==> src/rtl/fifo_pkg.sv <==
// Shared definitions for the FIFO family (pipeline, bypass and conflict-free
// variants).
//   - ptr_width_f / count_width_f : sizing helpers for pointer and occupancy widths
//   - RESET_DATA_BIT              : fill bit used for storage and data at reset
//   - fifo_order_e                : per-cycle ordering of deq / enq / clear
package fifo_pkg;

    // The fill bit is replicated to WIDTH by each user.
    localparam logic RESET_DATA_BIT = 1'b0;

    // Rank of each operation within one cycle. A higher rank observes the
    // state left by the lower ranks and overrides them. The pipeline FIFO
    // uses deq < enq < clear. The bypass variant swaps deq and enq.
    typedef enum logic [1:0] {
        ORDER_DEQ   = 2'd0,
        ORDER_ENQ   = 2'd1,
        ORDER_CLEAR = 2'd2
    } fifo_order_e;

    // Returns ceil(log2(value)). Returns 0 for value <= 1.
    function automatic int clog2_f(input int value);
        int result;
        result = 0;
        for (int i = 0; i < 31; i++) begin
            if ((32'sd1 <<< i) < value) begin
                result = i + 1;
            end
        end
        return result;
    endfunction

    // Pointer width is at least one bit, so that DEPTH=1 still has a legal vector.
    function automatic int ptr_width_f(input int depth);
        return (clog2_f(depth) < 1) ? 1 : clog2_f(depth);
    endfunction

    // Occupancy must represent 0..depth inclusive.
    function automatic int count_width_f(input int depth);
        return clog2_f(depth + 1);
    endfunction

endpackage

==> src/rtl/fifo_ptr.sv <==
// Wrap-around pointer with modulus DEPTH. DEPTH does not need to be a power of two.
//   clk, rst_n : clock, asynchronous active-low reset
//   inc        : advance by one and wrap from DEPTH-1 to 0
//   clear      : synchronous return to 0. Overrides inc.
//   ptr        : registered pointer value
module fifo_ptr #(
    parameter int DEPTH = 2,
    parameter int PW    = 1
) (
    input  logic          clk,
    input  logic          rst_n,
    input  logic          inc,
    input  logic          clear,
    output logic [PW-1:0] ptr
);

    logic [PW-1:0] ptr_r;

    // Pointer register: clear wins over increment. Wrap is explicit, so the
    // modulus is not limited to a power of two.
    always_ff @(posedge clk or negedge rst_n) begin
        if (!rst_n) begin
            ptr_r <= '0;
        end else if (clear) begin
            ptr_r <= '0;
        end else if (inc) begin
            if (ptr_r == PW'(DEPTH - 1)) begin
                ptr_r <= '0;
            end else begin
                ptr_r <= ptr_r + PW'(1);
            end
        end
    end

    assign ptr = ptr_r;

endmodule

==> src/rtl/pipeline_fifo.sv <==
// N-entry pipeline FIFO. The per-cycle ordering is deq < enq < clear. A full
// FIFO still accepts a word in the same cycle that its head is dequeued, so
// throughput stays at one word per cycle at 100% occupancy.
//   clk, rst_n           : clock, asynchronous active-low reset
//   enq_valid/enq_data   : producer side. enq_ready = !full || deq_fire.
//   deq_valid/deq_data   : consumer side. Both come from registered state only.
//   deq_ready            : consumer takes the head this cycle
//   clear                : synchronous flush at the next edge. Overrides enq and deq.
//   count                : registered occupancy, 0..DEPTH
// Timing note: there is a combinational path from deq_ready to enq_ready (the
// full-flag bypass). There is no path from enq_valid to enq_ready.
module pipeline_fifo
    import fifo_pkg::*;
#(
    parameter int WIDTH = 32,
    parameter int DEPTH = 2,
    localparam int PW = ptr_width_f(DEPTH),
    localparam int CW = count_width_f(DEPTH)
) (
    input  logic             clk,
    input  logic             rst_n,
    input  logic             enq_valid,
    input  logic [WIDTH-1:0] enq_data,
    output logic             enq_ready,
    output logic             deq_valid,
    output logic [WIDTH-1:0] deq_data,
    input  logic             deq_ready,
    input  logic             clear,
    output logic [CW-1:0]    count
);

    logic [WIDTH-1:0] mem_r [DEPTH];
    logic [PW-1:0]    head_ptr_s;
    logic [PW-1:0]    tail_ptr_s;
    logic [CW-1:0]    count_r;
    logic [CW-1:0]    count_next_s;
    logic             full_s;
    logic             empty_s;
    logic             deq_fire_s;
    logic             enq_fire_s;

    // Full and empty come from the occupancy count. Pointer equality cannot
    // tell full from empty.
    assign full_s     = (count_r == CW'(DEPTH));
    assign empty_s    = (count_r == '0);
    assign deq_valid  = !empty_s;
    assign deq_data   = mem_r[head_ptr_s];
    assign deq_fire_s = deq_valid && deq_ready;
    // Enqueue sees the state after the dequeue: a dequeue frees a slot in
    // the same cycle.
    assign enq_ready  = !full_s || deq_fire_s;
    assign enq_fire_s = enq_valid && enq_ready;
    assign count      = count_r;

    // Next occupancy. The result cannot leave 0..DEPTH, because enq is
    // blocked when full and deq is blocked when empty.
    always_comb begin
        count_next_s = count_r;
        if (clear) begin
            count_next_s = '0;
        end else begin
            count_next_s = count_r + CW'(enq_fire_s) - CW'(deq_fire_s);
        end
    end

    // Occupancy register.
    always_ff @(posedge clk or negedge rst_n) begin
        if (!rst_n) begin
            count_r <= '0;
        end else begin
            count_r <= count_next_s;
        end
    end

    // Storage write. Clear does not zero the entries. A word offered in the
    // clear cycle is dropped, and the producer handles any retry.
    always_ff @(posedge clk or negedge rst_n) begin
        if (!rst_n) begin
            for (int i = 0; i < DEPTH; i++) begin
                mem_r[i] <= {WIDTH{RESET_DATA_BIT}};
            end
        end else if (enq_fire_s && !clear) begin
            mem_r[tail_ptr_s] <= enq_data;
        end
    end

    fifo_ptr #(.DEPTH(DEPTH), .PW(PW)) u_head_ptr (
        .clk   (clk),
        .rst_n (rst_n),
        .inc   (deq_fire_s),
        .clear (clear),
        .ptr   (head_ptr_s)
    );

    fifo_ptr #(.DEPTH(DEPTH), .PW(PW)) u_tail_ptr (
        .clk   (clk),
        .rst_n (rst_n),
        .inc   (enq_fire_s),
        .clear (clear),
        .ptr   (tail_ptr_s)
    );

endmodule

==> config.mk <==
export PLATFORM = sky130hd
export DESIGN_NAME = pipeline_fifo
export DESIGN_NICKNAME = d
export VERILOG_FILES = /design/src/rtl/fifo_pkg.sv /design/src/rtl/fifo_ptr.sv /design/src/rtl/pipeline_fifo.sv
export SDC_FILE = /design/constraint.sdc
export NUM_CORES = 1
export LEC_CHECK = 0
export BUFFER_PORTS_ARGS = -buffer_cell sky130_fd_sc_hd__buf_2
export CAP_MARGIN = 40
export CELL_PAD_IN_SITES_DETAIL_PLACEMENT = 0
export CELL_PAD_IN_SITES_GLOBAL_PLACEMENT = 1
export CORE_MARGIN = 2
export CORE_UTILIZATION = 38
export CTS_CLUSTER_DIAMETER = 50
export DETAILED_ROUTE_END_ITERATION = 8
export PLACE_DENSITY = 0.71
export SLEW_MARGIN = 30
export SYNTH_ARGS = -nofsm -noshare
export SYNTH_HDL_FRONTEND = slang
export SYNTH_SLANG_ARGS = --single-unit
==> constraint.sdc <==
create_clock -name clk -period 3.3 [get_ports clk]
set_clock_uncertainty 0.15 [all_clocks]
set_input_delay 0.66 -clock clk [delete_from_list [all_inputs] [get_ports clk]]
set_output_delay 0.66 -clock clk [all_outputs]
set_load 0.05 [all_outputs]
==> results_dict.tcl, run 1 <==
set metrics [dict create \
    clkTransAtPathRegs_ns 0.07 \
    relSlewSlack_pct 53.7 \
    post_cts_buffers 0 \
    cts.sinks 68 \
    dp_hpwl_um 3850 \
    rows 33 \
    synth_top_family_by_area "multiplexers" \
    cts_buffers 9 \
    routed_wl_um 5790 \
    syn-num-nets 235 \
    cp-end-kind "primary output" \
    dp_slack_ns 0.796 \
    synthTopCellsByArea "dfrtp_1 (54%), mux2_2 (24%), mux2_4 (14%), buf_12 (1.9%), ha_1 (0.80%)" \
    fin_nets 311 \
    yosysTopAreaCell "dfrtp_1" \
    antennaDiodeCount 0 \
    drt_first_iter_violations 37 \
    cts_tree "built" \
    post-route-worst-setup-slack_ns 0.911 \
    hold_viol 0 \
    fill_cells 767 \
    core-area_um2 8090 \
    grt_use_total_pct 14.0 \
    tns_ns 0 \
    synth_top_area_share_pct 54.3 \
    grt_start_max_net_pins 40 \
    clockBufferDepth 2 \
    final_util_pct 47.6 \
    drtAntennaViolNets 0 \
    clkPwrFrac_pct 19.9 \
    p_seq_share_pct 32.1 \
    pwr-share-comb_pct 47.9 \
    syn_to_final_growth_pct 22.8 \
    first_pass_iters 4 \
    cts_root_buf "clkbuf_8" \
    ios 73 \
    post_dp_cell_area_um2 3600 \
    cap_violations 0 \
    synth_compound_area_share_pct 0.519 \
    setup_viol 0 \
    syn_area_um2 3130 \
    grt_pass1_wl_um 9410 \
    yosys.area_share.simple_pct 2.12 \
    ys.flop_type "dfrtp_1" \
    cp-start-kind "register" \
    crit_type "register to primary output" \
    drive_gt1_share_pct 69.0 \
    drcViolationCount 0 \
    synth-seq-area-share_pct 54.3 \
    clk_latency_ns 0.34 \
    synth.distinct_cells 22 \
    synth_async_sr_flop_share_pct 100 \
    final_area_um2 3850 \
    ir_worst_vdd_mv 0.505 \
    die-height_um 94.8 \
    final_cell_mix "buf_2 (72), dfrtp_1 (68), mux2_2 (66)" \
    synthCells 196 \
    grt_pass1_vias 1890 \
    avgSynthCellArea_um2 16.0 \
    p_int_uw 2510 \
    vias 1798 \
    ys_seq_elements 68 \
    ys_warn_count 0 \
    final_common_cell "buf_2" \
    start_util_pct 38.7 \
    yosys.area_share.adder_pct 0.798 \
    fin_crit_ns 2.39 \
    port_buffers 72 \
    htreeDepth 3 \
    hold_buffers 0 \
    synth_edf_count 0 \
    hold_path.class "input pin to asynchronous set/reset pin" \
    die-area_um2 8990 \
    cp_data_required_time_ns 2.49 \
    fin_crit_sh_pct 72.4 \
    via_per_inst 4.71 \
    cts-resized-gates 0 \
    finalMaxSlewViolations 0 \
    powerDensity_nw_per_um2 1100 \
    p_leak_uw 0.00180 \
    rsz0062_at_grt "no" \
    place_congestion 0.672 \
    antenna_found_initial 0 \
    tightest_slew_ns 0.695 \
    cp_max_fo 19 \
    post_drt_wl_per_cell_um 15.1 \
    grt_overflow 0 \
    p_sw_share_pct 40.9 \
    synth_xor_xnor_area_share_pct 0.559 \
    yosys-mux-area-fraction_pct 38.1 \
    worstPathArrival_ns 1.58 \
    status "complete, no violations" \
    dieWidth_um 94.8 \
    p_switching_uw 1740 \
    max_freq_mhz 419 \
]
-- sequential cells by signal, summed over array words and instances, names as in the netlist --
signal,count
mem_r,64
count,2
u_head_ptr.ptr,1
u_tail_ptr.ptr,1
-- layer usage --
layer / up-vias / track usage, % / share of wire, %
met5: - / 0 / 0
met4: 0 / 7.97 / 2.4
met3: 8 / 4.23 / 6.1
met2: 40 / 20.4 / 43
met1: 900 / 18.5 / 48
li1: 850 / - / -
-- synth_stat cells, types with 2 or more instances --
| library cell | n |
|---|---|
| buf_12 | 3 |
| buf_2 | 4 |
| clkbuf_1 | 4 |
| dfrtp_1 | 68 |
| ha_1 | 2 |
| inv_1 | 2 |
| mux2_2 | 66 |
| mux2_4 | 30 |
| nand2_1 | 2 |
| nor2_1 | 3 |
-- worst paths after layout --
check	start	to	slack (ns)	depth (start not counted)
worst max-delay path	u_head_ptr.ptr$_DFFE_PN0P_	deq_data[14]	0.91	3
worst min-delay path	rst_n	count[1]$_DFF_PN0_	0.21	1
worst max register to register	count[0]$_DFF_PN0_	mem_r[30]$_DFFE_PN0P_	1.12	4
worst min register to register	mem_r[62]$_DFFE_PN0P_	mem_r[62]$_DFFE_PN0P_	0.35	1
max in group asynchronous	rst_n	mem_r[54]$_DFFE_PN0P_	2.14	2
min in group clk	mem_r[62]$_DFFE_PN0P_	mem_r[62]$_DFFE_PN0P_	0.35	1
-- stage by stage --
| stage | hold WS, ns | instances | power (uW) |
|---|---|---|---|
| after floorplan | 0.214 | 196 | 3050 |
| after global placement | 0.332 | 366 | 3410 |
| after detailed placement | 0.337 | 366 | 3430 |
| after CTS | 0.224 | 382 | 4290 |
| after global routing | 0.255 | 382 | 4470 |
| final | 0.206 | 382 | 4250 |
-- worst max-delay path, stage by stage, from the launching register on --
cell     delay, ns
dfrtp_1       0.34
buf_4         0.29
mux2_2        0.38
buf_2         0.21
-- power by group through the flow --
stage | Combinational [uW] | Clock (uW) | Sequential [uW]
2_1_floorplan | 1700 | 0 | 1350
3_3_place_gp | 2040 | 0 | 1370
3_5_place_dp | 2060 | 0 | 1370
4_1_cts | 2060 | 866 | 1370
5_1_grt | 2150 | 908 | 1410
6_report | 2040 | 847 | 1370
-- cell families (layout without fill, tap and decap cells) --
group	Yosys count	after routing
mux	96	96
flops	68	68
buf+inv	14	95
simple gates	12	12
fa+ha+maj	2	2
compound gates	2	2
xor+xnor	2	2
-- layout make-up --
type                    count  area [um2]  share of cell area [%]
repair buffers             77         435                    11.3
multi-input cells         114        1330                    34.4
clock inverters             5         108                    2.79
well taps                 105         131                    3.41
flip-flops and latches     68        1700                    44.2
inverters                   2        7.51                   0.195
clock buffers              11         141                    3.67
(Power assumes the default switching activity.)
==> run 2, diff against run 1 <==
--- a/config.mk
+++ b/config.mk
@@ -13,7 +13,7 @@
 export CORE_UTILIZATION = 38
 export CTS_CLUSTER_DIAMETER = 50
 export DETAILED_ROUTE_END_ITERATION = 8
-export PLACE_DENSITY = 0.71
+export PLACE_DENSITY = 0.74
 export SLEW_MARGIN = 30
 export SYNTH_ARGS = -nofsm -noshare
 export SYNTH_HDL_FRONTEND = slang
==> constraint.sdc (replaced) <==
create_clock -name clk -period 2 [get_ports clk]
set_clock_uncertainty 0.15 [all_clocks]
set_input_delay 0.4 -clock clk [delete_from_list [all_inputs] [get_ports clk]]
set_output_delay 0.4 -clock clk [all_outputs]
set_load 0.05 [all_outputs]
==> results_dict.tcl, run 2 (synthesis results as in run 1) <==
set metrics [dict create \
    powerDensity_nw_per_um2 1830 \
    clockBufferDepth 2 \
    worstPathArrival_ns 1.50 \
    largest_reg_flops 64 \
    critPathMaxStageDelay_ns 0.42 \
    post-route-worst-setup-slack_ns -0.0515 \
    top_register "mem_r" \
    cts.sinks 68 \
    drcViolationCount 0 \
    post_drt_wl_per_cell_um 16.3 \
    cap_violations 0 \
    cp_data_required_time_ns 1.45 \
    port_buffers 72 \
    cts_tree "built" \
    grt_pass1_wl_um 10400 \
    start_util_pct 38.7 \
    grt_overflow 0 \
    antenna_found_initial 0 \
    die-area_um2 8990 \
    routed_wl_um 6440 \
    drt_first_iter_violations 71 \
    post_dp_cell_area_um2 3700 \
    tns_ns -1.10 \
    core-area_um2 8090 \
    fin_nets 324 \
    dieWidth_um 94.8 \
    clk_latency_ns 0.34 \
    fin_crit_sh_pct 103 \
    final_common_cell "dfrtp_1" \
    drive_gt1_share_pct 74.1 \
    final_cell_mix "dfrtp_1 (65), mux2_4 (49), mux2_2 (47)" \
    cts_buffers 9 \
    antennaDiodeCount 0 \
    place_congestion 0.702 \
    cts_root_buf "clkbuf_8" \
    crit_type "register to primary output" \
    tightest_slew_ns 0.384 \
    vias 1896 \
    total_power_uw 8070 \
    grt_pass1_vias 1976 \
    cp-end-kind "primary output" \
    cp-start-kind "register" \
    syn_to_final_growth_pct 40.6 \
    first_pass_iters 3 \
    fin_crit_ns 2.05 \
    clkTransAtPathRegs_ns 0.07 \
    dp_hpwl_um 3840 \
    ir_worst_vdd_mv 1.03 \
    htreeDepth 3 \
    die-height_um 94.8 \
    ios 73 \
    cp_max_fo 7 \
    crit_chain "buf_6, buf_16, mux2_4, buf_8" \
    rsz0062_at_grt "yes" \
    setup_viol 33 \
    failed_checks "setup timing" \
    hold_viol 0 \
    final_area_um2 4410 \
    p_leak_uw 0.00204 \
    slowest_stage "dfrtp_2" \
    via_per_inst 4.80 \
    status "finished, violations left" \
    grt_use_total_pct 15.5 \
    rows 33 \
    final_util_pct 54.5 \
    finalMaxSlewViolations 0 \
    hold_path.class "input pin to register" \
    drtAntennaViolNets 0 \
    relSlewSlack_pct 74.4 \
    grt_start_max_net_pins 69 \
    max_freq_mhz 487 \
]
run 2: changes by cell type in the layout (fill, tap and decap cells not counted), sizes merged:
cell	before	now
bufinv	3	1
buf	77	88
inv	3	4
clkbuf	11	10
clkinv	1	4
dlygate4sd3	0	1
run 2: routing by layer:
metal	wire, um	vias up	GRT usage, %
met5	0	-	0
met4	86	0	6.28
met3	292	8	4.15
met2	3030	44	23.1
met1	3030	971	21.4
li1	-	873	-
run 2: cell type report:
cell class,count,area [um2]
tap,105,131
clock inverter,7,75.1
multi-input combinational,114,1450
inverter,2,7.51
fill,702,3680
clock buffer,9,124
sequential,68,1710
timing repair buffer,90,920
run 2: path summary, 6_finish.rpt:
check                                            from                          to  slack (ns)  cells after the start
setup / recovery           u_head_ptr.ptr$_DFFE_PN0P_                deq_data[20]       -0.05                      4
hold / removal                                  clear  u_head_ptr.ptr$_DFFE_PN0P_        0.14                      2
setup reg to reg                   count[1]$_DFF_PN0_          count[1]$_DFF_PN0_        0.07                      8
hold reg to reg                 mem_r[35]$_DFFE_PN0P_       mem_r[35]$_DFFE_PN0P_        0.36                      1
max in group asynchronous                       rst_n       mem_r[52]$_DFFE_PN0P_        0.94                      3
min in group asynchronous                       rst_n       mem_r[27]$_DFFE_PN0P_        0.43                      3
run 2: critical path, delay by kind of cell, from the launching register on:
| kind | cells | cell delay (ns) |
|---|---|---|
| multiplexers | 1 | 0.31 |
| buffers and inverters | 3 | 0.44 |
| flip-flops | 1 | 0.42 |
run 2: timing repair:
action                                 4_1_cts  5_1_grt
gates cloned                                 2        1
setup endpoints to repair                   34       34
hold buffers                                 1        0
gates resized for setup                    107       12
endpoints found under the hold margin       68        0
buffers inserted                             3        3
pin swaps                                    0        1
run 2: where the power goes:
group | leakage, uW | switching, uW | internal [uW] | total, uW
clock | 0.000104 | 555 | 584 | 1140
sequential | 0.000806 | 316 | 1960 | 2270
combinational | 0.00113 | 2330 | 2330 | 4660
total | 0.00204 | 3200 | 4870 | 8070
run 2: through the flow:
step                hold WS, ns  cells  setup slack [ns]
finish                    0.140    395           -0.0515
floorplan               -0.0456    196            -0.108
global route              0.119    395            -0.113
detailed placement        0.299    370           -0.0934
CTS                       0.117    392           -0.0546
global placement          0.301    370           -0.0503
